## src/rtl/a25_wishbone_slave_buf_pkg.sv

```systemverilog
// Shared types and constants for the Amber 128-bit Wishbone responder
// and its posted-write buffer.
package a25_wishbone_slave_buf_pkg;

  localparam int WB_DW = 128;
  localparam int WB_SW = 16;
  localparam int WB_AW = 32;
  localparam logic [WB_SW-1:0] BE_ALL = 16'hffff;

  typedef enum logic [2:0] {
    ST_IDLE     = 3'd0,
    ST_WR_ACK   = 3'd1,
    ST_RD_DRAIN = 3'd2,
    ST_RD_REQ   = 3'd3,
    ST_RD_WAIT  = 3'd4,
    ST_RD_ACK   = 3'd5,
    ST_RD_ERR   = 3'd6
  } state_e;

  typedef struct packed {
    logic [WB_AW-1:0] addr;
    logic [WB_DW-1:0] wdata;
    logic [WB_SW-1:0] be;
  } wbuf_entry_t;

endpackage

```

## src/rtl/a25_wb_wbuf_fifo.sv

```systemverilog
// Two-entry posted-write buffer. Push and pop may coincide; the caller
// guarantees no push into a full buffer unless a pop happens in the same cycle.
module a25_wb_wbuf_fifo
  import a25_wishbone_slave_buf_pkg::*;
(
  input  logic        clk,
  input  logic        reset_n,
  input  logic        push_i,
  input  wbuf_entry_t push_data_i,
  input  logic        pop_i,
  output wbuf_entry_t head_o,
  output logic [1:0]  count_o
);

  wbuf_entry_t mem_q [2];
  logic        wr_ptr_q, rd_ptr_q;
  logic [1:0]  count_q, count_d;

  always_comb begin
    count_d = count_q + {1'b0, push_i} - {1'b0, pop_i};
  end

  always_ff @(posedge clk or negedge reset_n) begin
    if (!reset_n) begin
      mem_q[0] <= '0;
      mem_q[1] <= '0;
      wr_ptr_q <= 1'b0;
      rd_ptr_q <= 1'b0;
      count_q  <= 2'd0;
    end else begin
      if (push_i) begin
        mem_q[wr_ptr_q] <= push_data_i;
      end
      wr_ptr_q <= wr_ptr_q ^ push_i;
      rd_ptr_q <= rd_ptr_q ^ pop_i;
      count_q  <= count_d;
    end
  end

  assign head_o  = mem_q[rd_ptr_q];
  assign count_o = count_q;

endmodule

```

## src/rtl/a25_wishbone_slave_buf.sv

```systemverilog
// Wishbone B3 classic responder: posts writes into a 2-entry buffer with
// early ack; reads drain the buffer first, then wait for data with a timeout.
module a25_wishbone_slave_buf
  import a25_wishbone_slave_buf_pkg::*;
#(
  parameter int unsigned TIMEOUT_CYCLES = 255,
  parameter logic [31:0] MEM_BASE       = 32'h0000_0000
) (
  input  logic              clk,
  input  logic              reset_n,
  input  logic              i_wb_cyc,
  input  logic              i_wb_stb,
  input  logic              i_wb_we,
  input  logic [WB_AW-1:0]  i_wb_adr,
  input  logic [WB_SW-1:0]  i_wb_sel,
  input  logic [WB_DW-1:0]  i_wb_dat,
  output logic [WB_DW-1:0]  o_wb_dat,
  output logic              o_wb_ack,
  output logic              o_wb_err,
  output logic              o_mem_valid,
  input  logic              i_mem_accepted,
  output logic              o_mem_write,
  output logic [WB_AW-1:0]  o_mem_addr,
  output logic [WB_DW-1:0]  o_mem_wdata,
  output logic [WB_SW-1:0]  o_mem_be,
  input  logic [WB_DW-1:0]  i_mem_rdata,
  input  logic              i_mem_rdata_valid,
  output logic [2:0]        o_dbg_state,
  output logic [1:0]        o_dbg_count
);

  localparam logic [7:0] TMO_LAST = 8'(TIMEOUT_CYCLES - 1);

  state_e           state_q, state_d;
  logic [7:0]       tmo_q, tmo_d;
  logic [WB_AW-1:0] rd_addr_q, rd_addr_d;
  logic [WB_DW-1:0] rdat_q, rdat_d;

  wbuf_entry_t head, push_entry;
  logic [1:0]  count;
  logic        req, wr_valid, pop, can_push, push;

  // Handshake: a request transfers on a cycle where o_mem_valid and
  // i_mem_accepted are both high; outputs hold steady while valid is waiting.
  assign req        = i_wb_cyc & i_wb_stb;
  assign wr_valid   = (count != 2'd0) && (state_q != ST_RD_REQ);
  assign pop        = wr_valid & i_mem_accepted;
  assign can_push   = (count != 2'd2) | pop;
  assign push       = (state_q == ST_IDLE) & req & i_wb_we & can_push;
  assign push_entry = '{addr: i_wb_adr - MEM_BASE, wdata: i_wb_dat, be: i_wb_sel};

  a25_wb_wbuf_fifo u_wbuf (
    .clk         (clk),
    .reset_n     (reset_n),
    .push_i      (push),
    .push_data_i (push_entry),
    .pop_i       (pop),
    .head_o      (head),
    .count_o     (count)
  );

  always_comb begin
    state_d   = state_q;
    tmo_d     = tmo_q;
    rd_addr_d = rd_addr_q;
    rdat_d    = rdat_q;
    case (state_q)
      ST_IDLE: begin
        if (req) begin
          if (i_wb_we) begin
            if (can_push) state_d = ST_WR_ACK;
          end else begin
            rd_addr_d = i_wb_adr - MEM_BASE;
            state_d   = ST_RD_DRAIN;
          end
        end
      end
      ST_WR_ACK: state_d = ST_IDLE;
      ST_RD_DRAIN: begin
        if (!i_wb_cyc)            state_d = ST_IDLE;
        else if (count == 2'd0)   state_d = ST_RD_REQ;
      end
      ST_RD_REQ: begin
        // An accept in the same cycle as cyc dropping still commits the read.
        if (i_mem_accepted) begin
          state_d = ST_RD_WAIT;
          tmo_d   = 8'd0;
        end else if (!i_wb_cyc) begin
          state_d = ST_IDLE;
        end
      end
      ST_RD_WAIT: begin
        if (i_mem_rdata_valid) begin
          rdat_d  = i_mem_rdata;
          state_d = i_wb_cyc ? ST_RD_ACK : ST_IDLE;
        end else if (tmo_q >= TMO_LAST) begin
          state_d = ST_RD_ERR;
        end else if (tmo_q != 8'hff) begin
          tmo_d = tmo_q + 8'd1;
        end
      end
      ST_RD_ACK: state_d = ST_IDLE;
      ST_RD_ERR: state_d = ST_IDLE;
      default:   state_d = ST_IDLE;
    endcase
  end

  always_ff @(posedge clk or negedge reset_n) begin
    if (!reset_n) begin
      state_q   <= ST_IDLE;
      tmo_q     <= 8'd0;
      rd_addr_q <= '0;
      rdat_q    <= '0;
    end else begin
      state_q   <= state_d;
      tmo_q     <= tmo_d;
      rd_addr_q <= rd_addr_d;
      rdat_q    <= rdat_d;
    end
  end

  always_comb begin
    o_mem_valid = wr_valid;
    o_mem_write = 1'b1;
    o_mem_addr  = head.addr;
    o_mem_wdata = head.wdata;
    o_mem_be    = head.be;
    if (state_q == ST_RD_REQ) begin
      o_mem_valid = 1'b1;
      o_mem_write = 1'b0;
      o_mem_addr  = rd_addr_q;
      o_mem_wdata = '0;
      o_mem_be    = BE_ALL;
    end
  end

  assign o_wb_ack    = (state_q == ST_WR_ACK) || (state_q == ST_RD_ACK);
  assign o_wb_err    = (state_q == ST_RD_ERR);
  assign o_wb_dat    = rdat_q;
  assign o_dbg_state = state_q;
  assign o_dbg_count = count;

endmodule

```

## config.mk

```make
export PLATFORM = sky130hd
export DESIGN_NAME = a25_wishbone_slave_buf
export DESIGN_NICKNAME = d
export VERILOG_FILES = /design/src/rtl/a25_wishbone_slave_buf_pkg.sv /design/src/rtl/a25_wb_wbuf_fifo.sv /design/src/rtl/a25_wishbone_slave_buf.sv
export SDC_FILE = /design/constraint.sdc
export NUM_CORES = 1
export LEC_CHECK = 0
export BUFFER_PORTS_ARGS = -buffer_cell sky130_fd_sc_hd__buf_2
export CAP_MARGIN = 5
export CORE_AREA = 5 5 240 242
export CTS_CLUSTER_DIAMETER = 100
export DETAILED_ROUTE_END_ITERATION = 8
export DIE_AREA = 0 0 245 247
export MAX_ROUTING_LAYER = met4
export PLACE_DENSITY = 0.64
export SLEW_MARGIN = 0
export SYNTH_ARGS = -nofsm -noshare
export SYNTH_HDL_FRONTEND = slang
export SYNTH_SLANG_ARGS = --single-unit
```

## constraint.sdc

```tcl
create_clock -name clk -period 7.9 [get_ports clk]
set_clock_uncertainty 0.2 [all_clocks]
set_input_delay 1.975 -clock clk [delete_from_list [all_inputs] [get_ports clk]]
set_output_delay 1.975 -clock clk [all_outputs]
set_load 0.005 [all_outputs]
```

=== Word level (Yosys, flattened, before mapping) ===
Index checks and enable logic that the tools add are counted.
Widths: inputs -> output; s select.

* Bits in registers: 527
* Bits in latches: 0
* Memory bits (writable): 0
* Memory bits (read-only): 0
* Input bits: 311
* Memories kept: 0

* Add/subtract/negate cells: 3
* Multipliers: 0
* Div/mod/pow operators: 0
* $lt $le $gt $ge: 4
* Eq/ne operators: 18
* Shifts and indexed selects: 0
* Muxes and demuxes: 27
* Bitwise logic cells: 11
* Reduce and logical (&&, ||, !) cells: 11

{| class="wikitable"
|+ Operator list
! kind !! count
|-
| $mux 176 || 4
|-
| $bwmux 352 || 1
|-
| $demux 176 s1 || 1
|-
| $mux 128 || 1
|-
| $mux 32 || 1
|-
| $mux 8 || 4
|-
| $mux 3 || 10
|-
| $mux 16 || 1
|-
| $pmux 8 s2 || 1
|-
| $ne 2x2->1 const B || 6
|-
| $ne 3x3->1 const B || 4
|-
| $pmux 3 s4 || 1
|-
| $reduce_and 5->1 || 2
|-
| $eq 3x3->1 const B || 3
|-
| $add 8x1->8 const B || 1
|-
| $ge 8x8->1 const B || 1
|-
| $ne 8x8->1 const B || 1
|-
| $eq 3x2->1 const B || 2
|-
| $and 1x1->1 || 5
|-
| $ge 2x2->1 const B || 2
|-
| $not 1->2 || 2
|-
| $reduce_bool 2->1 || 2
|-
| $eq 3x1->1 const B || 1
|-
| $logic_not 3->1 || 1
|-
| 13 further kinds || 16
|}

=== Logic depth before layout (Yosys ltp) ===
* Depth after elaboration: 8
* Gate-level depth with buffers: 12
* Mapped depth without buffers: 9

=== Modules after synthesis ===
Synthesis repeated with hierarchy kept, for this count alone.

* Cells, all modules: 1,582
* Area, all modules: 25,109.1 um2

{| class="wikitable"
|+ By module, submodules not included
! module !! instances !! cells an instance !! area an instance (um2) !! seq. area each (um2)
|-
| a25_wb_wbuf_fifo || 1 || 954 || 17,091.4 || 8,908.5
|-
| a25_wishbone_slave_buf || 1 || 628 || 8,017.7 || 4,279.1
|}

=== Worst setup path after synthesis ===
Ideal clock, no wire load.

* Kind: in2reg
* From: in i_wb_cyc
* To: reg u_wbuf.mem_q[194] (netlist name)
* Setup time: 0.125 ns
* Arrival: 4.085 ns
* Required time: 7.575 ns
* Slack: 3.490 ns
* Stages on the path: 9
* Buffers on the path: 3
* Path through: nand2_1 -> a221oi_1 -> o21ai_0 -> nor2_1 -> ha_1 -> clkbuf_1 -> clkbuf_1 -> clkbuf_1 -> mux2_2

* Word-level cells in the longest chain between the ends: 4

{| class="wikitable"
|+ Ends and longest elaborated chain
! element !! line !! source
|-
| from (decl) || a25_wishbone_slave_buf.sv:11 || <nowiki>input logic i_wb_cyc,</nowiki>
|-
| $and 1x1->1 || a25_wishbone_slave_buf.sv:45 || <nowiki>assign req = i_wb_cyc & i_wb_stb;</nowiki>
|-
| $and 1x1->1 (3 in series) || a25_wishbone_slave_buf.sv:49 || <nowiki>assign push = (state_q == ST_IDLE) & req & i_wb_we & can_push;</nowiki>
|-
| to (signal, indexed assignment) || a25_wb_wbuf_fifo.sv:32 || <nowiki>mem_q[wr_ptr_q] <= push_data_i;</nowiki>
|-
| to (decl) || a25_wb_wbuf_fifo.sv:15 || <nowiki>wbuf_entry_t mem_q [2];</nowiki>
|}

No other way between the ends.
A chain may end at the register's enable or synchronous reset.

=== Worst setup path after layout ===
* From: reg state_q[0] (netlist: o_dbg_state[0])
* To: out o_mem_addr[29]

* Word-level cells in the longest chain between the ends: 2

{| class="wikitable"
|+ Ends and longest elaborated chain
! element !! line !! source
|-
| from (decl) || a25_wishbone_slave_buf.sv:34 || <nowiki>state_e state_q, state_d;</nowiki>
|-
| from (signal assigned) || a25_wishbone_slave_buf.sv:115 || <nowiki>state_q <= state_d;</nowiki>
|-
| $eq 3x2->1 || a25_wishbone_slave_buf.sv:128 || <nowiki>if (state_q == ST_RD_REQ) begin</nowiki>
|-
| $mux 32 || a25_wishbone_slave_buf.sv:128 ||
|-
| to (decl) || a25_wishbone_slave_buf.sv:23 || <nowiki>output logic [WB_AW-1:0] o_mem_addr,</nowiki>
|}

No other way between the ends.

==> flow_summary.toml <==
[clock_network]
clk_latency_ps = 600
cts_tree = "done"
post_cts_buffers = 0
clock_path_buffers = 3
ctsRootBufferMaster = "clkbuf_16"
htreeDepth = 2
cts.reportedPaths.clkPinSlew_ps = 60
cts_buffers = 57
cts_sinks = 527
ctsResizeCount = 0
cts_hold_buffers = 0

[logic_synthesis]
synth_cell_types = 44
synth-seq-cells = 527
yosysWarnings = 0
syn_area_per_cell_um2 = 14.31
netlist_area_um2 = 23210
seq_area_frac_synth = 0.5681
syn_inst = 1622
syn_nets = 1939

[route]
drcViolationCount = 0
viasPerCell = 5.058
wl_per_cell_um = 21.11
routed_wl_um = 63040
num_vias = 15103
drt_pass1_iterations = 6
first_iter_violations = 570
ant_nets = 0

[worst_setup_path]
worstPathRequired_ps = 5730
slowest_delay_ps = 770
cp-start-kind = "flop"
end_kind = "output port"
rrSetupSlack_ps = 3900
rr_endpoint = "u_wbuf.mem_q[133]"
crit_type = "flop to output port"
worstPathArrival_ps = 3170
worst-path-buf-inv = 2
crit_end = "o_mem_addr[29]"
critical_path_depth = 4
startpoint = "o_dbg_state[0]"
r2r_start = "o_dbg_state[1]"
reg2reg_depth = 7
cp_cell_sequence = "and3b_4 > buf_4 > o21ai_0 > buf_2"
cp_max_fo = 77
crit_family = "buffers and inverters"
crit_slowest_cell = "buf_4"

[global_route]
grt_pass1_vias = 16204
use_met3 = 0.07242
antenna_found_initial = 28
gr-usage-met1 = 0.2279
grt_usage = 0.2059
top_usage_layer = "met2"
grt_max_degree = 163
overflow = 0
gr-usage-met2 = 0.3496
grt_pass1_wl_um = 95430

[die]
io_pins = 624
start_util = 0.4230
dieArea_um2 = 60520
fp.dieH_um = 247
row_count = 86
core_um2 = 54880
fp.dieW_um = 245

[sta]
rsz0062_at_grt = "false"
period_minus_slack_ps = 5345
drv_slew = 0
setup_violations = 0
period_share = 0.6766
tns_ps = 0
slew_headroom = 0.2796
hold_viol_final = 0
fmax_mhz = 187.1
tightest_slew_ps = 1079

[min_path]
hp-class = "flop to flop"

[power]
p_per_area_nw_per_um2 = 423.9
p_leak_nw = 14.03
finalPower_w = 0.01215
seqPwrFrac = 0.393
switchingPower_w = 0.003959
switching_share = 0.3257
comb_power_share = 0.393
clkPwrFrac = 0.214
ir_worst_vdd_mv = 0.2669
p_int_w = 0.008194

[flow_run]
maxCapViolCount = 0

[placement]
place.gp.congestion = 0.8327
hpwl_um = 43970
portBuffers = 623

[cells_and_area]
final_layout_size_suffix_gt1_frac = 0.5361
area_growth_pct = 23.51
final_nets = 2531
fillCellCount = 4770

[run_status]
status = "finished, final reports clean"
how the worst min path moves through the flow:
stage | start | endpoint | slack, ps | cells past startpoint
after floorplan | rd_addr_q[10] | rd_addr_q[10] | 260 | 1
after global placement | rd_addr_q[17] | rd_addr_q[17] | 270 | 1
after detailed placement | o_wb_dat[78] | o_wb_dat[78] | 270 | 1
after CTS | o_wb_dat[70] | o_wb_dat[70] | 290 | 1
after global routing | rd_addr_q[6] | rd_addr_q[6] | 300 | 1
final | o_wb_dat[70] | o_wb_dat[70] | 280 | 1
registers in the layout, summed over array words and instances (netlist names):
| name | count |
|---|---|
| o_dbg_state | 3 |
| o_wb_dat | 128 |
| rd_addr_q | 32 |
| tmo_q | 8 |
| u_wbuf.count_o | 2 |
| u_wbuf.mem_q | 352 |
| u_wbuf.rd_ptr_q | 1 |
| u_wbuf.wr_ptr_q | 1 |
stage by stage:
step | hold slack [ps] | utilization | setup WS, ps | instance area, um^2 | std cells
3_3_place_gp | 266.1 | 0.4878 | 2464 | 26770 | 2858
4_1_cts | 287.4 | 0.5212 | 2452 | 28600 | 2960
3_5_place_dp | 271.6 | 0.4878 | 2433 | 26770 | 2858
5_1_grt | 303.0 | 0.5224 | 2345 | 28670 | 2986
2_1_floorplan | 258.0 | - | 3490 | 23210 | 1622
6_report | 284.7 | 0.5224 | 2555 | 28670 | 2986
layout by cell type, fill, tap and decap left out, drive strengths merged, types with 11 or more instances in the layout:
cell / synthesis / final
buf: 64 / 639
dfrtp: 527 / 527
mux2: 513 / 513
mux2i: 177 / 177
nor2: 135 / 135
clkbuf: 42 / 84
nand2: 59 / 59
o21ai: 36 / 36
diode: 0 / 25
inv: 12 / 14
clkinv: 0 / 11
synth_stat cells (all sizes together):
library cell | number | area, um^2
dfrtp | 527 | 13190
mux2 | 513 | 6152
mux2i | 177 | 1772
nor2 | 135 | 523.0
buf | 64 | 511.7
nand2 | 59 | 221.5
clkbuf | 42 | 157.7
o21ai | 36 | 180.2
inv | 12 | 45.04
ha | 6 | 75.07
nand3 | 5 | 25.02
nor3b | 4 | 30.03
o211ai | 4 | 30.03
a21oi | 3 | 15.01
a22oi | 3 | 22.52
a31oi | 3 | 18.77
a211o | 2 | 17.52
and3 | 2 | 12.51
and3b | 2 | 17.52
nor4 | 2 | 12.51
o2111ai | 2 | 17.52
o211a | 2 | 20.02
o31a | 2 | 17.52
o31ai | 2 | 15.01
xnor2 | 2 | 17.52
a221oi | 1 | 8.760
and2b | 1 | 7.510
nand4 | 1 | 6.260
nor2b | 1 | 6.260
nor4b | 1 | 23.77
o21bai | 1 | 7.510
o22ai | 1 | 6.260
o2bb2ai | 1 | 8.760
or3 | 1 | 6.260
or4 | 1 | 7.510
xor2 | 1 | 8.760
cell families after synthesis:
group / synth area share
multiplexers: 0.3414
buffers and inverters: 0.03078
flip-flops: 0.5681
adder cells (fa/ha/maj): 0.003234
AND/OR/NAND/NOR: 0.03876
XOR/XNOR: 0.001132
AO/OA/AOI/OAI: 0.01660
final cells by class:
cell class,count,area (um^2),area share
diodes,25,62.56,0.002182
flip-flops and latches,527,13190,0.4601
well taps,704,880.8,0.03072
clock buffers,84,1648,0.05748
inverters,12,45.04,0.001571
clock inverters,18,181.4,0.006328
repair buffers,639,3321,0.1158
multi-input cells,977,9339,0.3258
layer usage:
metal / up-vias / wire length [um]
met2: 478 / 31420
met4: 0 / 2206
met5: - / 0
met3: 125 / 5221
li1: 6916 / -
met1: 7584 / 24190
power groups by stage:
| stage | registers, W | clock network, W | logic [W] |
|---|---|---|---|
| 3_5_place_dp | 0.00482 | 0 | 0.00484 |
| 6_report | 0.00478 | 0.00260 | 0.00477 |
| 3_3_place_gp | 0.00473 | 0 | 0.00475 |
| 4_1_cts | 0.00478 | 0.00269 | 0.00487 |
| 5_1_grt | 0.00495 | 0.00279 | 0.00521 |
| 2_1_floorplan | 0.00460 | 0 | 0.00296 |
(Power assumes the default switching activity.)
